`config.mk`:
```
export PLATFORM = sky130hd
export DESIGN_NAME = count_seg_display
export DESIGN_NICKNAME = d
export VERILOG_FILES = /design/src/rtl/count_seg_display.sv
export SDC_FILE = /design/constraint.sdc
export NUM_CORES = 1
export LEC_CHECK = 0
export BUFFER_PORTS_ARGS = -buffer_cell sky130_fd_sc_hd__buf_4
export CORE_AREA = 2 2 56 58
export CTS_BUF_LIST = sky130_fd_sc_hd__clkbuf_8
export DETAILED_ROUTE_END_ITERATION = 10
export DIE_AREA = 0 0 58 60
export PLACE_DENSITY = 0.78
export SLEW_MARGIN = 15
export SYNTH_ARGS = -nofsm -noshare
export SYNTH_HDL_FRONTEND = slang
export SYNTH_SLANG_ARGS = --single-unit
```
`constraint.sdc`:
```
create_clock -name clk -period 2.1 [get_ports clk]
set_input_delay 0.525 -clock clk [delete_from_list [all_inputs] [get_ports clk]]
set_output_delay 0.525 -clock clk [all_outputs]
set_load 0.1 [all_outputs]
```
`src/rtl/count_seg_display.sv`:
```
// count_seg_display
// Two-digit multiplexed 7-segment driver for a 4-bit counter value (00..15).
// Scans ones/tens at a programmable slot length, latches the value once per
// frame so both digits always describe the same number, optionally blanks a
// leading zero, and shows a sticky 15->0 wrap indicator on the ones-digit
// decimal point.

module count_seg_display #(
   parameter int unsigned REFRESH_DIV        = 50000,
   parameter bit          SEG_ACTIVE_LOW     = 1'b1,
   parameter bit          BLANK_LEADING_ZERO = 1'b1
) (
   input  logic       clk,
   input  logic       reset,
   input  logic [3:0] count,
   input  logic       dp_clear,
   output logic [6:0] seg,
   output logic       dp,
   output logic [1:0] an,
   output logic       wrap_flag
);

   localparam int unsigned PW = (REFRESH_DIV > 1) ? $clog2(REFRESH_DIV) : 1;
   localparam logic [PW-1:0] PRESC_MAX = PW'(REFRESH_DIV - 1);

   // Inactive drive levels depend on output polarity
   localparam logic [6:0] SEG_OFF = SEG_ACTIVE_LOW ? 7'h7F : 7'h00;
   localparam logic       DP_OFF  = SEG_ACTIVE_LOW ? 1'b1  : 1'b0;
   localparam logic [1:0] AN_OFF  = SEG_ACTIVE_LOW ? 2'b11 : 2'b00;

   // State registers
   logic [PW-1:0] presc_q,       presc_d;
   logic          digit_sel_q,   digit_sel_d;
   logic [3:0]    display_val_q, display_val_d;
   logic [3:0]    prev_q;
   logic          wrap_flag_q,   wrap_flag_d;

   // Output registers
   logic [6:0]    seg_q, seg_d;
   logic          dp_q,  dp_d;
   logic [1:0]    an_q,  an_d;

   // Combinational helpers
   logic          tick;
   logic          wrap;
   logic          tens_digit;
   logic [3:0]    ones_digit;
   logic [6:0]    seg_hi;
   logic          dp_hi;
   logic [1:0]    an_hi;

   // Active-high segment pattern (g..a) for a decimal digit
   function automatic logic [6:0] seg_encode(input logic [3:0] digit);
      logic [6:0] pat;
      case (digit)
         4'd0:    pat = 7'h3F;
         4'd1:    pat = 7'h06;
         4'd2:    pat = 7'h5B;
         4'd3:    pat = 7'h4F;
         4'd4:    pat = 7'h66;
         4'd5:    pat = 7'h6D;
         4'd6:    pat = 7'h7D;
         4'd7:    pat = 7'h07;
         4'd8:    pat = 7'h7F;
         4'd9:    pat = 7'h6F;
         default: pat = 7'h00;
      endcase
      return pat;
   endfunction

   // Prescaler, digit select, frame latch and sticky wrap next-state
   always_comb begin
      tick          = (presc_q == PRESC_MAX);
      presc_d       = tick ? '0 : presc_q + 1'b1;
      digit_sel_d   = tick ? ~digit_sel_q : digit_sel_q;
      // Latch only at the end of the tens slot so a new value starts a frame
      display_val_d = (tick && digit_sel_q) ? count : display_val_q;
      // Only a genuine 15->0 step counts; set has priority over clear
      wrap          = (prev_q == 4'hF) && (count == 4'h0);
      if (wrap)
         wrap_flag_d = 1'b1;
      else if (dp_clear)
         wrap_flag_d = 1'b0;
      else
         wrap_flag_d = wrap_flag_q;
   end

   // Decimal split and output pattern for the slot currently selected
   always_comb begin
      tens_digit = (display_val_q >= 4'd10);
      ones_digit = tens_digit ? (display_val_q - 4'd10) : display_val_q;
      if (digit_sel_q) begin
         an_hi  = 2'b10;
         dp_hi  = 1'b0;
         if (!tens_digit && BLANK_LEADING_ZERO)
            seg_hi = 7'h00;
         else
            seg_hi = seg_encode({3'b000, tens_digit});
      end else begin
         an_hi  = 2'b01;
         dp_hi  = wrap_flag_q;
         seg_hi = seg_encode(ones_digit);
      end
      // Polarity applied once, just ahead of the output registers
      seg_d = SEG_ACTIVE_LOW ? ~seg_hi : seg_hi;
      dp_d  = SEG_ACTIVE_LOW ? ~dp_hi  : dp_hi;
      an_d  = SEG_ACTIVE_LOW ? ~an_hi  : an_hi;
   end

   // Scan and wrap state with immediate reset
   always_ff @(posedge clk or posedge reset) begin
      if (reset) begin
         presc_q       <= '0;
         digit_sel_q   <= 1'b0;
         display_val_q <= 4'd0;
         prev_q        <= 4'd0;
         wrap_flag_q   <= 1'b0;
      end else begin
         presc_q       <= presc_d;
         digit_sel_q   <= digit_sel_d;
         display_val_q <= display_val_d;
         prev_q        <= count;
         wrap_flag_q   <= wrap_flag_d;
      end
   end

   // Registered display drive, parked at inactive level during reset
   always_ff @(posedge clk or posedge reset) begin
      if (reset) begin
         seg_q <= SEG_OFF;
         dp_q  <= DP_OFF;
         an_q  <= AN_OFF;
      end else begin
         seg_q <= seg_d;
         dp_q  <= dp_d;
         an_q  <= an_d;
      end
   end

   assign seg       = seg_q;
   assign dp        = dp_q;
   assign an        = an_q;
   assign wrap_flag = wrap_flag_q;

endmodule

```
==> results of run 1 <==
## metal layers
metal  GRT usage  vias up
met5           0        -
met4       0.116        0
met3      0.0693        5
met2       0.334       34
met1       0.249      567
li1            -      564
## path summary, 6_finish.rpt
kind	startpoint	end
worst max-delay path	display_val_q[3]$_DFFE_PP0P_	seg[1]$_DFF_PP1_
worst min-delay path	reset	presc_q[2]$_DFF_PP0_
worst max register to register	display_val_q[3]$_DFFE_PP0P_	seg[1]$_DFF_PP1_
worst min register to register	presc_q[5]$_DFF_PP0_	presc_q[5]$_DFF_PP0_
max in group asynchronous	reset	seg[3]$_DFF_PP1_
min in group clk	count[3]	prev_q[3]$_DFF_PP0_
## cell type report
type | count | area, um^2 | share of cell area
Sequential cell | 36 | 913 | 0.474
Clock inverter | 2 | 7.51 | 0.00390
Timing Repair Buffer | 20 | 163 | 0.0845
Clock buffer | 6 | 82.6 | 0.0429
Tap cell | 33 | 41.3 | 0.0214
Inverter | 10 | 37.5 | 0.0195
Multi-Input combinational cell | 99 | 681 | 0.353
## cells in the mapped netlist, types with 2 or more instances
library cell and number:
nand2b_1 2, nor2b_1 4, nand4_1 5, dfrtp_1 26
inv_1 10, nor4_1 2, nand2_1 9, ha_1 5
xor2_1 3, nor2_1 12, mux2_1 4, mux2i_1 2
nand3b_1 2, o21ai_0 6, xnor2_1 10, nand3_1 3
dfstp_2 10, a21oi_1 7, nor3_1 4
## flip-flops by register name, summed over array words and instances, names as in the netlist
register and flops:
digit_sel_q 1, seg 7, presc_q 16, an 2, wrap_flag 1, dp 1
prev_q 4, display_val_q 4
## cells by family (layout without fill, tap and decap cells)
family          Yosys count  count (layout)  synth area share
simple gates             51              51             0.176
compound gates           24              24            0.0914
mux                       6               6            0.0396
buf+inv                  12              38            0.0297
fa+ha+maj                 5               5            0.0381
xor+xnor                 13              13            0.0693
flops                    36              36             0.556
## power by group
group | leakage (nW) | internal (mW) | total (mW) | switching (mW)
logic | 0.358 | 0.0596 | 0.246 | 0.186
clock network | 0.0538 | 0.257 | 0.480 | 0.222
registers | 0.435 | 0.730 | 0.745 | 0.0147
## metrics by stage
stage | total power, mW | hold WS, ns | instance area (um^2) | util | std cells
6_report | 1.47 | 0.229 | 1930 | 0.663 | 206
5_1_grt | 1.53 | 0.258 | 1930 | 0.663 | 206
4_1_cts | 1.48 | 0.239 | 1930 | 0.663 | 206
3_5_place_dp | 1.00 | 0.485 | 1840 | 0.632 | 198
3_3_place_gp | 0.994 | 0.473 | 1840 | 0.632 | 198
2_1_floorplan | 0.945 | 0.444 | 1640 | - | 147
==> metrics.sh, run 1 <==
CHIPHEIGHT_UM=60
WORST_SETUP_HOLD_PATH_CLK_SLEW_NS=0.07
DETAILROUTE.WIRELENGTH.MET3_UM=151
HIGHEST_LAYER='met4'
CTS_INSERTED_BUFFERS=5
CLOCK_TREE_FROM_TRITONCTS='done'
FINAL_MIN_PERIOD_OVER_CLOCK_PERIOD=0.930
WORSTPATHREQUIRED_NS=2.26
CRIT_CELLS=6
REPORT.FINAL.HOLD_VIOL_COUNT=0
DETAIL_ROUTE.WIRELENGTH_MM=3.12
SYNTH-EDFF-COUNT=0
FIRST_PASS_GRT_WIRE_LENGTH_MM=5.23
POST_DRT_WL_PER_CELL_UM=15.2
CRIT_TYPE='reg2reg'
POWER.DENSITY_mW_PER_MM2=764
SYNTHARSTFLOPSHARE=1.00
FP.DIEW_UM=58
YS_TOP_CELLS_BY_AREA='dfrtp_1 40%, dfstp_2 16%, xnor2_1 5.3%, ha_1 3.8%, mux2_1 2.7%'
DRT-INITIAL-DRC-COUNT=48
POST_SYNTH_INST_COUNT=147
TIMING.FINAL.WS_SETUP_NS=0.146
ROUTE.DETAILED.DRC=0
VIAS_IN_THE_FIRST_GLOBAL_ROUTE=1220
PORTBUFFERS=17
YOSYS_WARNINGS=0
GRT_MAX_DEGREE=28
SYNTH_TOP_CELL_AREA_SHARE=0.396
LEADING_CELL_TYPES_IN_THE_LAYOUT_FILL_AND_TAPS_EXCLUDED='26 x dfrtp_1, 19 x buf_4, 12 x inv_1, 12 x nor2_1'
CRITICAL_PATH.ENDPOINT_TYPE='flop'
PIN_COUNT=18
GRT_ANTENNA_BEFORE_REPAIR=0
MAPPEDNETLISTNETS=159
TOTALNEGATIVESETUPSLACK_NS=0
GLOBALPLACE.CONGESTION=0.852
REG2REG_SLACK_NS=0.15
LAYOUT.NETS=184
YS_SEQ_ELEMENTS=36
TIMING.CRITICAL_PATH.CELLS='nand2_1, mux2i_1, ha_1, inv_1, o21ai_0, a221oi_1'
SYNTHDOMINANTAREACELLTYPE='dfrtp_1'
LAYOUT_COMMONEST_CELL='dfrtp_1'
WP_DATA_ARRIVAL_NS=2.12
TIMING.MAX_SLEW.REL_SLACK=0.721
YOSYSSEQAREASHARE=0.556
GRT_SETUP_UNREPAIRED='no'
POST_CTS_REPAIR_TIMING_SETUP_BUFFER_COUNT=0
SYNTH-MAIN-FF-CELL='dfrtp_1'
TIMING.MAX_CAP.VIOLATIONS=0
MIN_PATH_TYPE='in2async'
FINAL-SETUP-VIOL-COUNT=0
FMAX_MHz=512
STARTING_DENSITY_OF_THE_CORE=0.566
FINAL.MIN_CLOCK_PERIOD_NS=1.95
POST_SYNTH.CELL_AREA_AVG_UM2=11.2
REG2REG_DEPTH=6
CLOCK-SINKS=36
SLOWEST_DELAY_NS=0.55
MAX_SLEW.WORST_PIN.SLEW_NS=0.418
REPORT.FINAL.SLEW_VIOL_COUNT=0
DRIVE_ABOVE_1_SHARE=0.220
DRTANTENNAVIOLNETS=0
WORST_SETUP_PATH_START_KIND='flop'
LARGEST_BUFFER_COUNT_ON_ANY_CLOCK_PATH=2
GRT_OVERFLOW=0
TIMING.CLOCK.SKEW_NS=0.00678
AREA_DELTA_SYNTH_FINAL_PCT=17.2
SYN_AREA_MM2=0.00164
FP-ROW-COUNT=20
CLOCK_TREE.HTREE_LEVEL_COUNT=2
PLACEABLECOREAREA_MM2=0.00290
DETAIL_ROUTE.VIAS_PER_CELL=5.68
DIE_AREA_MM2=0.00348
MET2WIRELENGTH_MM=1.49
DETAILED_PLACE_HPWL_MM=2.33
CRIT_BUF_INV=1
MAX-VDD-IR-DROP_V=0.000612
YS_TYPES=40
MET1WIRELENGTH_MM=1.43
CTS_HOLD_REPAIR.BUFFERS=0
DRT_PASS1_ITERATIONS=4
RUN_STATUS='completed'
CRITICAL_PATH_PEAK_FANOUT=13
POST_CTS_RESIZED=0
LEAKAGE_nW=0.847
INSERTION_DELAY_NS=0.29
CTS_ROOT_BUFFER='clkbuf_8'
NUM_VIAS=1170
ANTENNA_DIODE_INSTANCE_COUNT=0
PLACE_WS_NS=0.222
FILLER_CELL_COUNT=218
CRIT_PATH_LEADING_DELAY_FAMILY='flip-flops'
CRITPATHSLOWESTCELL='dfrtp_1'
GRT_USAGE=0.209
(Power assumes the default switching activity.)
==> inputs of run 2 (changes only) <==
--- a/config.mk
+++ b/config.mk
@@ -5,11 +5,12 @@
 export SDC_FILE = /design/constraint.sdc
 export NUM_CORES = 1
 export LEC_CHECK = 0
+export ABC_AREA = 1
 export BUFFER_PORTS_ARGS = -buffer_cell sky130_fd_sc_hd__buf_4
-export CORE_AREA = 2 2 56 58
+export CORE_AREA = 2 2 59 61
 export CTS_BUF_LIST = sky130_fd_sc_hd__clkbuf_8
 export DETAILED_ROUTE_END_ITERATION = 10
-export DIE_AREA = 0 0 58 60
+export DIE_AREA = 0 0 61 63
 export PLACE_DENSITY = 0.78
 export SLEW_MARGIN = 15
 export SYNTH_ARGS = -nofsm -noshare
==> run 2 against run 1 <==
- count of clock-buffer cells in the layout shrank 1
- synthesized area grew 12%
- worst hold slack gained 0.090 ns
- core utilization shrank 0.68 points
- worst setup slack gained 0.33 ns
- critical path depth shrank 5
- fmax grew 20%
- die area grew 10%
==> metrics.sh, run 2 <==
MAX_SLEW.WORST_PIN.SLEW_NS=0.426  # +0.00789 ns
FMAX_MHz=614  # +20%
FINAL_MIN_PERIOD_OVER_CLOCK_PERIOD=0.775  # -0.155
YOSYS_WARNINGS=0  # unchanged
YS_SEQ_ELEMENTS=36  # unchanged
YS_TOP_CELLS_BY_AREA='dfrtp_1 35%, dfstp_2 14%, nand2_1 12%, nor2_1 5.9%, nand3_1 5.7%'
STARTING_DENSITY_OF_THE_CORE=0.571  # +0.00509
LEAKAGE_nW=1.08  # +28%
INSERTION_DELAY_NS=0.29  # about the same
TIMING.FINAL.WS_SETUP_NS=0.472  # +0.326 ns
CRITPATHSLOWESTCELL='dfstp_2'
FILLER_CELL_COUNT=292  # +34%
LAYOUT_COMMONEST_CELL='nand2_1'
WORSTPATHREQUIRED_NS=1.57  # -0.69 ns
TOTALNEGATIVESETUPSLACK_NS=0  # unchanged
POWER.DENSITY_mW_PER_MM2=626  # -18%
LAYOUT.NETS=256  # +39%
CRIT_REG_REG_ENDPOINT='seg[1]$_DFF_PP1_'
POST_SYNTH_INST_COUNT=222  # +51%
GRT_USAGE=0.206  # -0.00300
DETAIL_ROUTE.VIAS_PER_CELL=4.75  # -16%
ROUTE.DETAILED.DRC=0  # unchanged
WORST_SETUP_PATH_START_KIND='flop'
TIMING.CLOCK.SKEW_NS=0.00378  # -0.00300 ns
MAX-VDD-IR-DROP_V=0.000381  # -38%
NUM_VIAS=1383  # +18%
REG2REG_DEPTH=10  # +4
POST-ROUTE-UTIL=0.657  # -0.00676
MAPPEDNETLISTNETS=234  # +47%
POST_CTS_REPAIR_TIMING_SETUP_BUFFER_COUNT=0  # unchanged
REG2REG_SLACK_NS=0.53  # +0.38 ns
TOTALPOWERFINAL_mW=1.33  # -9.6%
GRT_SETUP_UNREPAIRED='no'
CLOCK_TREE_FROM_TRITONCTS='done'
TIMING.CRITICAL_PATH.CELLS='buf_4'
YS_TYPES=24  # -40%
PLACEABLECOREAREA_MM2=0.00323  # +11%
POST_DRT_WL_PER_CELL_UM=11.1  # -27%
SYNTH.MOST_COMMON_CELL='nand2_1'
REPORT.FINAL.SLEW_VIOL_COUNT=0  # unchanged
WORST_SETUP_HOLD_PATH_CLK_SLEW_NS=0.07  # about the same
PORTBUFFERS=17  # unchanged
DPL_CELL_AREA_MM2=0.00201  # +9.5%
FP.DIEW_UM=61  # +5.2%
POST_SYNTH.CELL_AREA_AVG_UM2=8.31  # -26%
CRIT_TYPE='reg2out'
GRT_ANTENNA_BEFORE_REPAIR=0  # unchanged
CRITICAL_PATH.ENDPOINT_TYPE='output pin'
LARGEST_BUFFER_COUNT_ON_ANY_CLOCK_PATH=2  # unchanged
DETAIL_ROUTE.WIRELENGTH_MM=3.24  # +3.7%
CHIPHEIGHT_UM=63  # +5.0%
SYNTHDOMINANTAREACELLTYPE='dfrtp_1'
SYNTH-MAIN-FF-CELL='dfrtp_1'
REPORT.FINAL.HOLD_VIOL_COUNT=0  # unchanged
TIMING.MAX_CAP.VIOLATIONS=0  # unchanged
POST_CTS_RESIZED=0  # unchanged
DRT-INITIAL-DRC-COUNT=34  # -29%
LEADING_CELL_TYPES_IN_THE_LAYOUT_FILL_AND_TAPS_EXCLUDED='60 x nand2_1, 29 x nor2_1, 26 x dfrtp_1'
DRT_PASS1_ITERATIONS=4  # unchanged
FINAL.MIN_CLOCK_PERIOD_NS=1.63  # -0.326 ns
SLOWEST_DELAY_NS=0.53  # -0.02 ns
FINAL-SETUP-VIOL-COUNT=0  # unchanged
R2R_START='display_val_q[3]$_DFFE_PP0P_'
CRIT_BUF_INV=1  # unchanged
CRITICAL_PATH_PEAK_FANOUT=1  # -12
VIAS_IN_THE_FIRST_GLOBAL_ROUTE=1377  # +13%
FIRST_PASS_GRT_WIRE_LENGTH_MM=5.78  # +10%
FP-ROW-COUNT=21  # +5.0%
SYNTHARSTFLOPSHARE=1.00  # unchanged
FIN_AREA_MM2=0.00212  # +10%
CTS_HOLD_REPAIR.BUFFERS=0  # unchanged
GRT_OVERFLOW=0  # unchanged
CLOCK_TREE.HTREE_LEVEL_COUNT=2  # unchanged
LARGEST_REGISTER='presc_q'
SYN_AREA_MM2=0.00185  # +12%
DRTANTENNAVIOLNETS=0  # unchanged
MIN_PATH_TYPE='in2async'
LARGEST_REGISTER_FFS=16  # unchanged
CTS_ROOT_BUFFER='clkbuf_8'
TOP_CELLS_BY_INSTANCE_COUNT_AFTER_SYNTHESIS='60 x nand2_1, 29 x nor2_1, 26 x dfrtp_1'
SYNTH-EDFF-COUNT=0  # unchanged
GLOBALPLACE.CONGESTION=0.869  # +2.0%
RUN_STATUS='completed'
PLACE_WS_NS=0.563  # +0.341 ns
YOSYSSEQAREASHARE=0.495  # -0.0611
GRT_MAX_DEGREE=37  # +32%
AREA_DELTA_SYNTH_FINAL_PCT=15.0
DETAILED_PLACE_HPWL_MM=2.48  # +6.5%
TIMING.MAX_SLEW.REL_SLACK=0.716  # -0.00495
DRIVE_ABOVE_1_SHARE=0.245  # +0.0252
CTS_INSERTED_BUFFERS=5  # unchanged
PIN_COUNT=18  # unchanged
WP_DATA_ARRIVAL_NS=1.10  # -1.02 ns
SYNTH_TOP_CELL_AREA_SHARE=0.353  # -0.0435
ANTENNA_DIODE_INSTANCE_COUNT=0  # unchanged
DIE_AREA_MM2=0.00384  # +10%
CLOCK-SINKS=36  # unchanged
CRIT_PATH_LEADING_DELAY_FAMILY='flip-flops'
run 2: changes by cell type in the layout (fill, tap and decap cells not counted), moves of 5 or more:
cell	before	now
a21oi_1	7	1
inv_1	12	23
nand2_1	9	60
nand2_2	0	8
nand3_1	3	21
nor2_1	12	29
xnor2_1	10	0
xor2_1	3	8
run 2: cells by family after synthesis:
logic type                 after synthesis  synth area share
buffers and inverters                   30            0.0725
DFF                                     36             0.495
xor gates and xnor gates                 8            0.0380
adders and majority gates                5            0.0339
and+or+nand+nor                        133             0.332
AOI/OAI and AO/OA                       10            0.0292
run 2: final cells by class:
class,count,area (um^2),area share
clock buffers,5,68.8,0.0324
flip-flops and latches,36,913,0.430
clock inverters,3,42.5,0.0200
inverters,27,106,0.0501
repair buffers,18,135,0.0637
multi-input cells,156,798,0.376
well taps,46,57.6,0.0271
run 2: metal layers:
layer,vias to the layer above,track usage,part of all wire
met3,5,0.0704,0.038
li1,727,-,-
met5,-,0,0
met1,626,0.252,0.46
met4,0,0.0870,0.021
met2,25,0.324,0.48
run 2: stage by stage:
stage / hold WS [ns] / cells
6_report: 0.319 / 291
5_1_grt: 0.345 / 291
4_1_cts: 0.332 / 291
3_5_place_dp: 0.444 / 283
3_3_place_gp: 0.416 / 283
2_1_floorplan: 0.350 / 222
run 2: report_power, final:
group	switching, mW	total [mW]	internal, mW
registers	0.00111	0.699	0.698
logic	0.0190	0.0285	0.00954
clock network	0.250	0.601	0.351
total	0.270	1.33	1.06
run 2: how the worst max path moves through the flow:
stage                     slack, ns                to                         start  depth (start not counted)
after floorplan                0.66         wrap_flag         wrap_flag$_DFFE_PP0P_                          0
after global placement         0.64  seg[1]$_DFF_PP1_  display_val_q[3]$_DFFE_PP0P_                         10
after detailed placement       0.56  seg[1]$_DFF_PP1_  display_val_q[3]$_DFFE_PP0P_                         10
after CTS                      0.46                dp                  dp$_DFF_PP1_                          1
after global routing           0.39  seg[1]$_DFF_PP1_  display_val_q[3]$_DFFE_PP0P_                         10
final                          0.47                dp                  dp$_DFF_PP1_                          1
run 2: tightest hold or removal path, cell delays in order:
cell and delay (ns):
buf_4 0.11, inv_1 0.04, buf_4 0.37
